--- src/rtl/blinkled_pattern_player.sv ---
// rtl/blinkled_pattern_player.sv - Avalon-MM master that plays LED patterns from the data memory
module blinkled_pattern_player #(
    parameter int LED_WIDTH  = 10,
    parameter int ADDR_WIDTH = 16,
    parameter int DEPTH      = 50000
) (
    input  logic                  clk,
    input  logic                  reset,
    input  logic [1:0]            ctl_address,
    input  logic                  ctl_chipselect,
    input  logic                  ctl_write,
    input  logic                  ctl_read,
    input  logic [31:0]           ctl_writedata,
    output logic [31:0]           ctl_readdata,
    output logic [ADDR_WIDTH-1:0] mem_address,
    output logic                  mem_chipselect,
    output logic                  mem_write,
    output logic [3:0]            mem_byteenable,
    output logic                  mem_clken,
    input  logic [31:0]           mem_readdata,
    output logic [LED_WIDTH-1:0]  leds,
    output logic                  busy
);

    // Address sum is one bit wider than the memory address so the wrap compare sees the carry.
    localparam int SUM_W = ADDR_WIDTH + 1;
    localparam logic [SUM_W-1:0] DEPTH_W = SUM_W'(DEPTH);

    typedef enum logic [1:0] {
        S_IDLE    = 2'd0,
        S_FETCH   = 2'd1,
        S_CAPTURE = 2'd2,
        S_DWELL   = 2'd3
    } state_t;

    state_t                r_state;
    state_t                w_next_state;
    logic [ADDR_WIDTH-1:0] r_base;
    logic [15:0]           r_length;
    logic [31:0]           r_dwell;
    logic                  r_loop;
    logic                  r_done;
    logic [15:0]           r_idx;
    logic [31:0]           r_cnt;
    logic [LED_WIDTH-1:0]  r_leds;
    logic [31:0]           r_readdata;

    logic                  w_ctl_wr;
    logic                  w_wr_ctrl;
    logic                  w_run_req;
    logic                  w_stop_req;
    logic                  w_start;
    logic                  w_len_zero;
    logic                  w_last_word;
    logic                  w_dwell_end;
    logic                  w_busy;
    logic [SUM_W-1:0]      w_sum;

    assign w_ctl_wr    = ctl_chipselect & ctl_write;
    assign w_wr_ctrl   = w_ctl_wr && (ctl_address == 2'd0);
    assign w_run_req   = w_wr_ctrl && ctl_writedata[0];
    assign w_stop_req  = w_wr_ctrl && !ctl_writedata[0];
    assign w_busy      = (r_state != S_IDLE);
    assign w_start     = !w_busy && w_run_req;
    assign w_len_zero  = (r_length == 16'd0);
    assign w_last_word = (r_idx == r_length - 16'd1);
    assign w_dwell_end = (r_state == S_DWELL) && (r_cnt == 32'd0);

    assign w_sum       = SUM_W'(r_base) + SUM_W'(r_idx);
    assign mem_address = (w_sum >= DEPTH_W) ? ADDR_WIDTH'(w_sum - DEPTH_W) : ADDR_WIDTH'(w_sum);

    assign mem_write      = 1'b0;
    assign mem_byteenable = 4'hF;
    assign mem_clken      = 1'b1;
    assign leds           = r_leds;
    assign ctl_readdata   = r_readdata;

    // State register.
    always_ff @(posedge clk) begin
        if (reset) begin
            r_state <= S_IDLE;
        end else begin
            r_state <= w_next_state;
        end
    end

    // Next-state logic; a RUN=0 write overrides every transition out of a busy state.
    always_comb begin
        w_next_state = r_state;
        case (r_state)
            S_IDLE: begin
                if (w_run_req && !w_len_zero) begin
                    w_next_state = S_FETCH;
                end
            end
            S_FETCH:   w_next_state = S_CAPTURE;
            S_CAPTURE: w_next_state = S_DWELL;
            S_DWELL: begin
                if (r_cnt == 32'd0) begin
                    if (!w_last_word || r_loop) begin
                        w_next_state = S_FETCH;
                    end else begin
                        w_next_state = S_IDLE;
                    end
                end
            end
            default:   w_next_state = S_IDLE;
        endcase
        if (w_busy && w_stop_req) begin
            w_next_state = S_IDLE;
        end
    end

    // State-decoded outputs: one read request per FETCH, busy outside IDLE.
    always_comb begin
        mem_chipselect = (r_state == S_FETCH);
        busy           = w_busy;
    end

    // Software-visible configuration; BASE and LENGTH are frozen while a pattern plays.
    always_ff @(posedge clk) begin
        if (reset) begin
            r_base   <= '0;
            r_length <= '0;
            r_dwell  <= '0;
            r_loop   <= 1'b0;
        end else if (w_ctl_wr) begin
            case (ctl_address)
                2'd0: r_loop <= ctl_writedata[1];
                2'd1: if (!w_busy) r_base <= ctl_writedata[ADDR_WIDTH-1:0];
                2'd2: if (!w_busy) r_length <= ctl_writedata[15:0];
                default: r_dwell <= ctl_writedata;
            endcase
        end
    end

    // Done flag: a start decides it first, then natural completion, then CLR_DONE.
    always_ff @(posedge clk) begin
        if (reset) begin
            r_done <= 1'b0;
        end else if (w_start) begin
            r_done <= w_len_zero;
        end else if (w_dwell_end && w_last_word && !r_loop && !w_stop_req) begin
            r_done <= 1'b1;
        end else if (w_wr_ctrl && ctl_writedata[2]) begin
            r_done <= 1'b0;
        end
    end

    // Word index and dwell counter; DWELL is sampled only when a word is captured.
    always_ff @(posedge clk) begin
        if (reset) begin
            r_idx <= '0;
            r_cnt <= '0;
        end else begin
            case (r_state)
                S_IDLE: begin
                    if (w_start && !w_len_zero) begin
                        r_idx <= '0;
                    end
                end
                S_CAPTURE: begin
                    r_cnt <= (r_dwell == 32'd0) ? 32'd0 : r_dwell - 32'd1;
                end
                S_DWELL: begin
                    if (r_cnt != 32'd0) begin
                        r_cnt <= r_cnt - 32'd1;
                    end else if (!w_last_word) begin
                        r_idx <= r_idx + 16'd1;
                    end else begin
                        r_idx <= '0;
                    end
                end
                default: ;
            endcase
        end
    end

    // LED latch: loads the word returned for the preceding FETCH, otherwise holds.
    always_ff @(posedge clk) begin
        if (reset) begin
            r_leds <= '0;
        end else if (r_state == S_CAPTURE) begin
            r_leds <= mem_readdata[LED_WIDTH-1:0];
        end
    end

    // Registered control readback.
    always_ff @(posedge clk) begin
        if (reset) begin
            r_readdata <= '0;
        end else if (ctl_chipselect && ctl_read) begin
            case (ctl_address)
                2'd0:    r_readdata <= {29'd0, r_loop, r_done, w_busy};
                2'd1:    r_readdata <= 32'(r_base);
                2'd2:    r_readdata <= 32'(r_length);
                default: r_readdata <= r_dwell;
            endcase
        end
    end

endmodule

--- config.mk ---
export PLATFORM = sky130hd
export DESIGN_NAME = blinkled_pattern_player
export DESIGN_NICKNAME = d
export VERILOG_FILES = /design/src/rtl/blinkled_pattern_player.sv
export SDC_FILE = /design/constraint.sdc
export NUM_CORES = 1
export LEC_CHECK = 0
export CAP_MARGIN = 10
export CORE_MARGIN = 3
export CORE_UTILIZATION = 24
export CTS_CLUSTER_DIAMETER = 200
export DETAILED_ROUTE_END_ITERATION = 16
export PLACE_DENSITY = 0.43
export RECOVER_POWER = 100
export SKIP_CTS_REPAIR_TIMING = 1
export SYNTH_ARGS = -nofsm -noshare
export SYNTH_HDL_FRONTEND = slang
export SYNTH_SLANG_ARGS = --single-unit
--- constraint.sdc ---
create_clock -name clk -period 8.59 [get_ports clk]
set_clock_uncertainty 0.1 [all_clocks]
set_input_delay 1.718 -clock clk [delete_from_list [all_inputs] [get_ports clk]]
set_output_delay 1.718 -clock clk [all_outputs]
set_load 0.05 [all_outputs]
Word level (Yosys, flattened, before mapping)
Cells that the tools add are included.
W data, S select, Z words.
{"block": "totals", "ff_bits": 158, "latchBits": 0, "ramBits": 0, "rom_bits": 0, "inputBits": 71, "elab_cells": 86, "memories": 0}
{"block": "op_classes", "addsub": 6, "mul": 0, "n_div": 0, "magnitude_cmp": 1, "eq_ne": 11, "shifts": 0, "mux": 16, "bitwise_logic": 3, "n_reduce_logical": 39}
{"operator": "$pmux W32 S3", "n": 1}
{"operator": "$logic_not A32 Y1", "n": 2}
{"operator": "$mux W16", "n": 4}
{"operator": "$mux W32", "n": 2}
{"operator": "$pmux W32 S2", "n": 1}
{"operator": "$sub A32 B1 Y32 const B", "n": 2}
{"operator": "$pmux W16 S2", "n": 1}
{"operator": "$reduce_bool A32 Y1", "n": 1}
{"operator": "$add A16 B16 Y17", "n": 1}
{"operator": "$ge A17 B16 Y1 const B", "n": 1}
{"operator": "$add A16 B1 Y16 const B", "n": 1}
{"operator": "$eq A16 B16 Y1", "n": 1}
{"operator": "$logic_not A16 Y1", "n": 1}
{"operator": "$sub A16 B1 Y16 const B", "n": 1}
{"operator": "$sub A16 B16 Y16 const B", "n": 1}
{"operator": "$logic_and A1 B1 Y1", "n": 13}
{"operator": "$reduce_and A3 Y1", "n": 3}
{"operator": "$pmux W2 S4", "n": 1}
{"operator": "$reduce_and A2 Y1", "n": 4}
{"operator": "$eq A2 B2 Y1 const B", "n": 3}
{"operator": "$logic_not A1 Y1", "n": 6}
{"operator": "$ne A2 B2 Y1 const B", "n": 3}
{"operator": "$reduce_bool A2 Y1", "n": 3}
{"operator": "$eq A2 B1 Y1 const B", "n": 2}
{"operator": "other kinds (10)", "n": 17}

Longest topological paths before layout
{"block": "logic_depth", "ltp_word": 7, "ltp_mapped": 14}

Worst setup path before layout
No wires, ideal clock.
{"block": "synth_path", "kind": "register -> output", "startpoint": "register r_idx[0]", "endpoint": "output port mem_address[5]", "arrival_time_ns": 3.882, "required_time_ns": 6.772, "slack_ns": 2.890, "stages_incl_launch_ff": 15, "path_buffers": 0, "cell_sequence": "dfxtp_1 > ha_1 > inv_1 > fa_1 > nor2b_1 > o21ai_0 > a21oi_1 > ha_1 > nand2_1 > nor3_1 > or4bb_1 > o211ai_1 > a31oi_1 > a21oi_1 > mux2i_1"}
{"block": "synth_via", "elab_chain_cells": 3}
{"item": "start, declared", "line_no": "43", "text": "logic [15:0] r_idx;"}
{"item": "start signal, assigned", "line_no": "169", "text": "r_idx <= r_idx + 16'd1;"}
{"item": "$add A16 B16 Y17 (*)", "line_no": "69", "text": "assign w_sum = SUM_W'(r_base) + SUM_W'(r_idx);"}
{"item": "$sub A16 B16 Y16 or $ge A17 B16 Y1 (tied branches)", "line_no": "70", "text": "assign mem_address = (w_sum >= DEPTH_W) ? ADDR_WIDTH'(w_sum - DEPTH_W) : ADDR_WIDTH'(w_sum);"}
{"item": "$mux W16 (*)", "line_no": "70"}
{"item": "end, declared", "line_no": "15", "text": "output logic [ADDR_WIDTH-1:0] mem_address,"}
Mark *: on every way between the ends. The rest lies on a longest branch, timed or not.

Worst setup path after layout
Ends and elaborated chain as after synthesis.

==> metrics.md <==
| Metric | Value |
|---|---|
| Status | `complete, but fails checks` |
| Failing checks | `max-capacitance violations, max-slew violations` |
| Die Y-Extent | `206 um` |
| Min-delay src | `ctl_readdata[1]$_SDFFE_PP0P_` |
| First-pass GRT wire length | `50.6 mm` |
| Core Area | `0.0390 sq mm` |
| Tmin final | `6.97 ns` |
| Post-route setup slack | `1.62 ns` |
| RR Endpoint | `r_idx[15]$_SDFFE_PP0P_` |
| Mean Syn Cell Area | `7.74 sq um` |
| GRT overflow | `0` |
| Worst Setup Path Type | `flop to primary output` |
| RSZ-0062 raised after global routing | `false` |
| CTS clk-pin slew, worst paths | `0.08 ns` |
| Router iterations before antenna repair | `5` |
| Clock buffer depth | `2` |
| RD Place Congestion | `0.812` |
| Leak Pwr | `4.42 nW` |
| Layout cells sized above 1 | `6.94%` |
| Initial Util | `24.5%` |
| RR Startpoint | `r_cnt[0]$_SDFFE_PP0P_` |
| Register area share after synthesis | `33.1%` |
| Die area | `0.0422 sq mm` |
| Area contributors post-synth | `dfxtp_1, nand2_1, nor2_1` |
| Hold Path Class | `flop to flop` |
| Place WS | `2.03 ns` |
| TritonCTS Buffers | `17` |
| Hold path cells | `2` |
| CTS HTree Levels | `4` |
| Rel. slew slack | `-135%` |
| Synth warn | `0` |
| Post-Syn Instances | `1234` |
| Max-Cap Viols | `2` |
| Crit share post-route | `81.2%` |
| Antenna violations before repair | `1` |
| Vias post-DR | `8957` |
| # DRC | `0` |
| Critical path data arrival time | `5.16 ns` |
| Worst-margin pin slew | `3.53 ns` |
| Cell area after synthesis | `0.00955 sq mm` |
| Layout Nets | `1396` |
| Sum Neg Setup Slack | `0 ns` |
| Hold Vio Cnt, Final | `0` |
| Root Driver | `clkbuf_16` |
| Vias per cell | `4.89` |
| Startpoint types | `flop` |
| Die width | `206 um` |
| VDD IR max | `153 uV` |
| Later-pin clock latency in the skew report | `0.44 ns` |
| Clock sink count | `158` |
| Vias in the first global route | `8732` |
| CTS tree | `yes` |
| Area growth, synth to finish | `22.0%` |
| Final Max Slew Viols | `162` |
| Endpoint class of the critical path | `primary output` |
| FF+latch count, synth | `158` |
| Row count | `72` |
| Dpl hpwl | `23.9 mm` |
| Leading register cell type out of synthesis | `dfxtp_1` |
| Quantity of I/O buffers inserted on ports | `108` |
| Critical path data required time | `6.77 ns` |
| Synth area leader | `dfxtp_1` |
| Setup slack, reg-to-reg | `4.91 ns` |
| Hold endpoint | `ctl_readdata[1]$_SDFFE_PP0P_` |
| Drt wl/cell | `17.5 um` |
| Pwr dens | `228 mW/mm^2` |
| Final WL | `32.1 mm` |
| 1st-iter DRT viols | `535` |
| Finished Layout Cells | `1830` |
| Largest net degree at the start of global routing | `89` |
| Crit Path Max Fanout | `8` |
| Post-synth cell types | `75` |
| Post-synth ARST share | `0%` |
| Routed Antenna Nets | `0` |
| Fmax | `143 MHz` |
| Final setup vio count | `0` |
| # placed instances | `1797` |
| Top cell type's share of synthesized area | `33.1%` |
| Post-synth EDFFs | `0` |
| R2R cell count | `11` |
| Tot GR Track Use | `15.2%` |
| I/O pin count | `137` |
## through the flow
step | power [W] | instance area (sq um) | util (%) | hold WS, ns
6_report | 0.00266 | 11700 | 29.9 | 0.361
5_1_grt | 0.00283 | 11700 | 29.9 | 0.387
4_1_cts | 0.00270 | 11700 | 29.9 | 0.367
3_5_place_dp | 0.00189 | 11100 | 28.4 | 0.357
3_3_place_gp | 0.00188 | 11100 | 28.4 | 0.348
2_1_floorplan | 0.00160 | 9570 | - | 0.344
## power by group
| group | switching, W | leakage [nW] | internal [W] |
|---|---|---|---|
| Sequential | 0.0000738 | 1.28 | 0.000803 |
| Combinational | 0.000648 | 2.85 | 0.000339 |
| Clock | 0.000354 | 0.289 | 0.000439 |
| Total | 0.00108 | 4.42 | 0.00158 |
## per-layer routing
| layer | vias up | GRT usage [%] | part of all wire [%] |
|---|---|---|---|
| met3 | 17 | 2.14 | 3.0 |
| li1 | 4555 | - | - |
| met4 | 0 | 3.44 | 1.0 |
| met5 | - | 0 | 0 |
| met2 | 133 | 26.4 | 50 |
| met1 | 4252 | 19.9 | 46 |
## flip-flops by register name, indices dropped and copies added, names as in the netlist
signal / flops
ctl_readdata: 32
r_idx: 16
r_base: 16
r_state: 2
r_done: 1
r_length: 16
r_dwell: 32
r_cnt: 32
leds: 10
r_loop: 1
## cells in the final DEF (no fill, tap or decap), types with 7 or more instances in the layout
cell,Yosys,routed
dlygate4sd3_1,0,60
o21a_1,8,8
or3_1,14,14
nor2_1,140,139
a22oi_1,29,29
clkdlybuf4s50_1,0,47
xor2_1,29,29
a21o_1,11,11
clkbuf_16,0,17
nand4_1,14,14
nor2b_1,9,9
mux2i_1,31,31
o211ai_1,9,9
a211oi_1,17,17
nand3_1,24,24
a21oi_1,96,96
buf_4,8,15
nor3_1,67,67
dfxtp_1,158,158
o22ai_1,19,19
inv_1,31,31
o21ai_0,38,38
or4_1,16,16
mux2_2,14,14
nand2b_1,8,7
nand2_1,164,164
nor4_1,18,18
ha_1,26,26
xnor2_1,48,48
and3_1,7,7
a221oi_1,15,15
or2_2,10,10
inv_6,0,8
## cells by family after synthesis
kind of cell               share of synthesized area [%]
and+or+nand+nor                                     26.4
AOI/OAI and AO/OA                                   19.1
DFF                                                 33.1
buffers and inverters                               5.02
xor gates and xnor gates                            7.06
muxes                                               5.60
adders and majority gates                           3.61
other                                             0.0786
## layout make-up
class | instances | area [sq um]
Fill cell | 4198 | 27300
Clock buffer | 17 | 425
Clock inverter | 15 | 174
Timing Repair Buffer | 124 | 1190
Multi-Input combinational cell | 966 | 5940
Antenna cell | 1 | 2.50
Sequential cell | 158 | 3160
Inverter | 31 | 116
Tap cell | 518 | 648
## synthesized netlist by cell type, types with 4 or more instances
library cell and instances:
a211oi_1 17, a21o_1 11, a21oi_1 96, a221oi_1 15, a22oi_1 29, a31oi_1 6, and2_1 4, and3_1 7
buf_1 4, buf_2 5, buf_4 8, clkbuf_1 64, dfxtp_1 158, ha_1 26, inv_1 31, mux2_2 14
mux2i_1 31, nand2_1 164, nand2b_1 8, nand3_1 24, nand3b_1 6, nand4_1 14, nor2_1 140, nor2b_1 9
nor3_1 67, nor4_1 18, o211ai_1 9, o21a_1 8, o21ai_0 38, o22ai_1 19, o32ai_1 4, or2_2 10
or3_1 14, or4_1 16, xnor2_1 48, xor2_1 29
## worst max-delay path, cell delays in order (launching register included)
cell	delay, ns
dfxtp_1	0.44
ha_1	0.25
inv_1	0.07
fa_1	0.39
nor2b_1	0.30
o21ai_0	0.17
a21oi_1	0.26
ha_1	0.20
nand2_1	0.05
nor3_1	0.16
or4bb_1	0.42
o211ai_1	0.11
a31oi_1	0.28
a21oi_1	0.51
mux2i_1	0.22
dlygate4sd3_1	0.89
## worst max path at each step
stage	cells after the start	slack (ns)	from	end
floorplan	14	2.89	r_idx[0]$_SDFFE_PP0P_	mem_address[5]
global placement	15	2.03	r_idx[0]$_SDFFE_PP0P_	mem_address[5]
detailed placement	15	2.03	r_idx[0]$_SDFFE_PP0P_	mem_address[10]
CTS	15	1.54	r_idx[0]$_SDFFE_PP0P_	mem_address[10]
global route	15	1.14	r_idx[0]$_SDFFE_PP0P_	mem_address[5]
finish	15	1.62	r_idx[0]$_SDFFE_PP0P_	mem_address[5]
(Power assumes the default switching activity.)
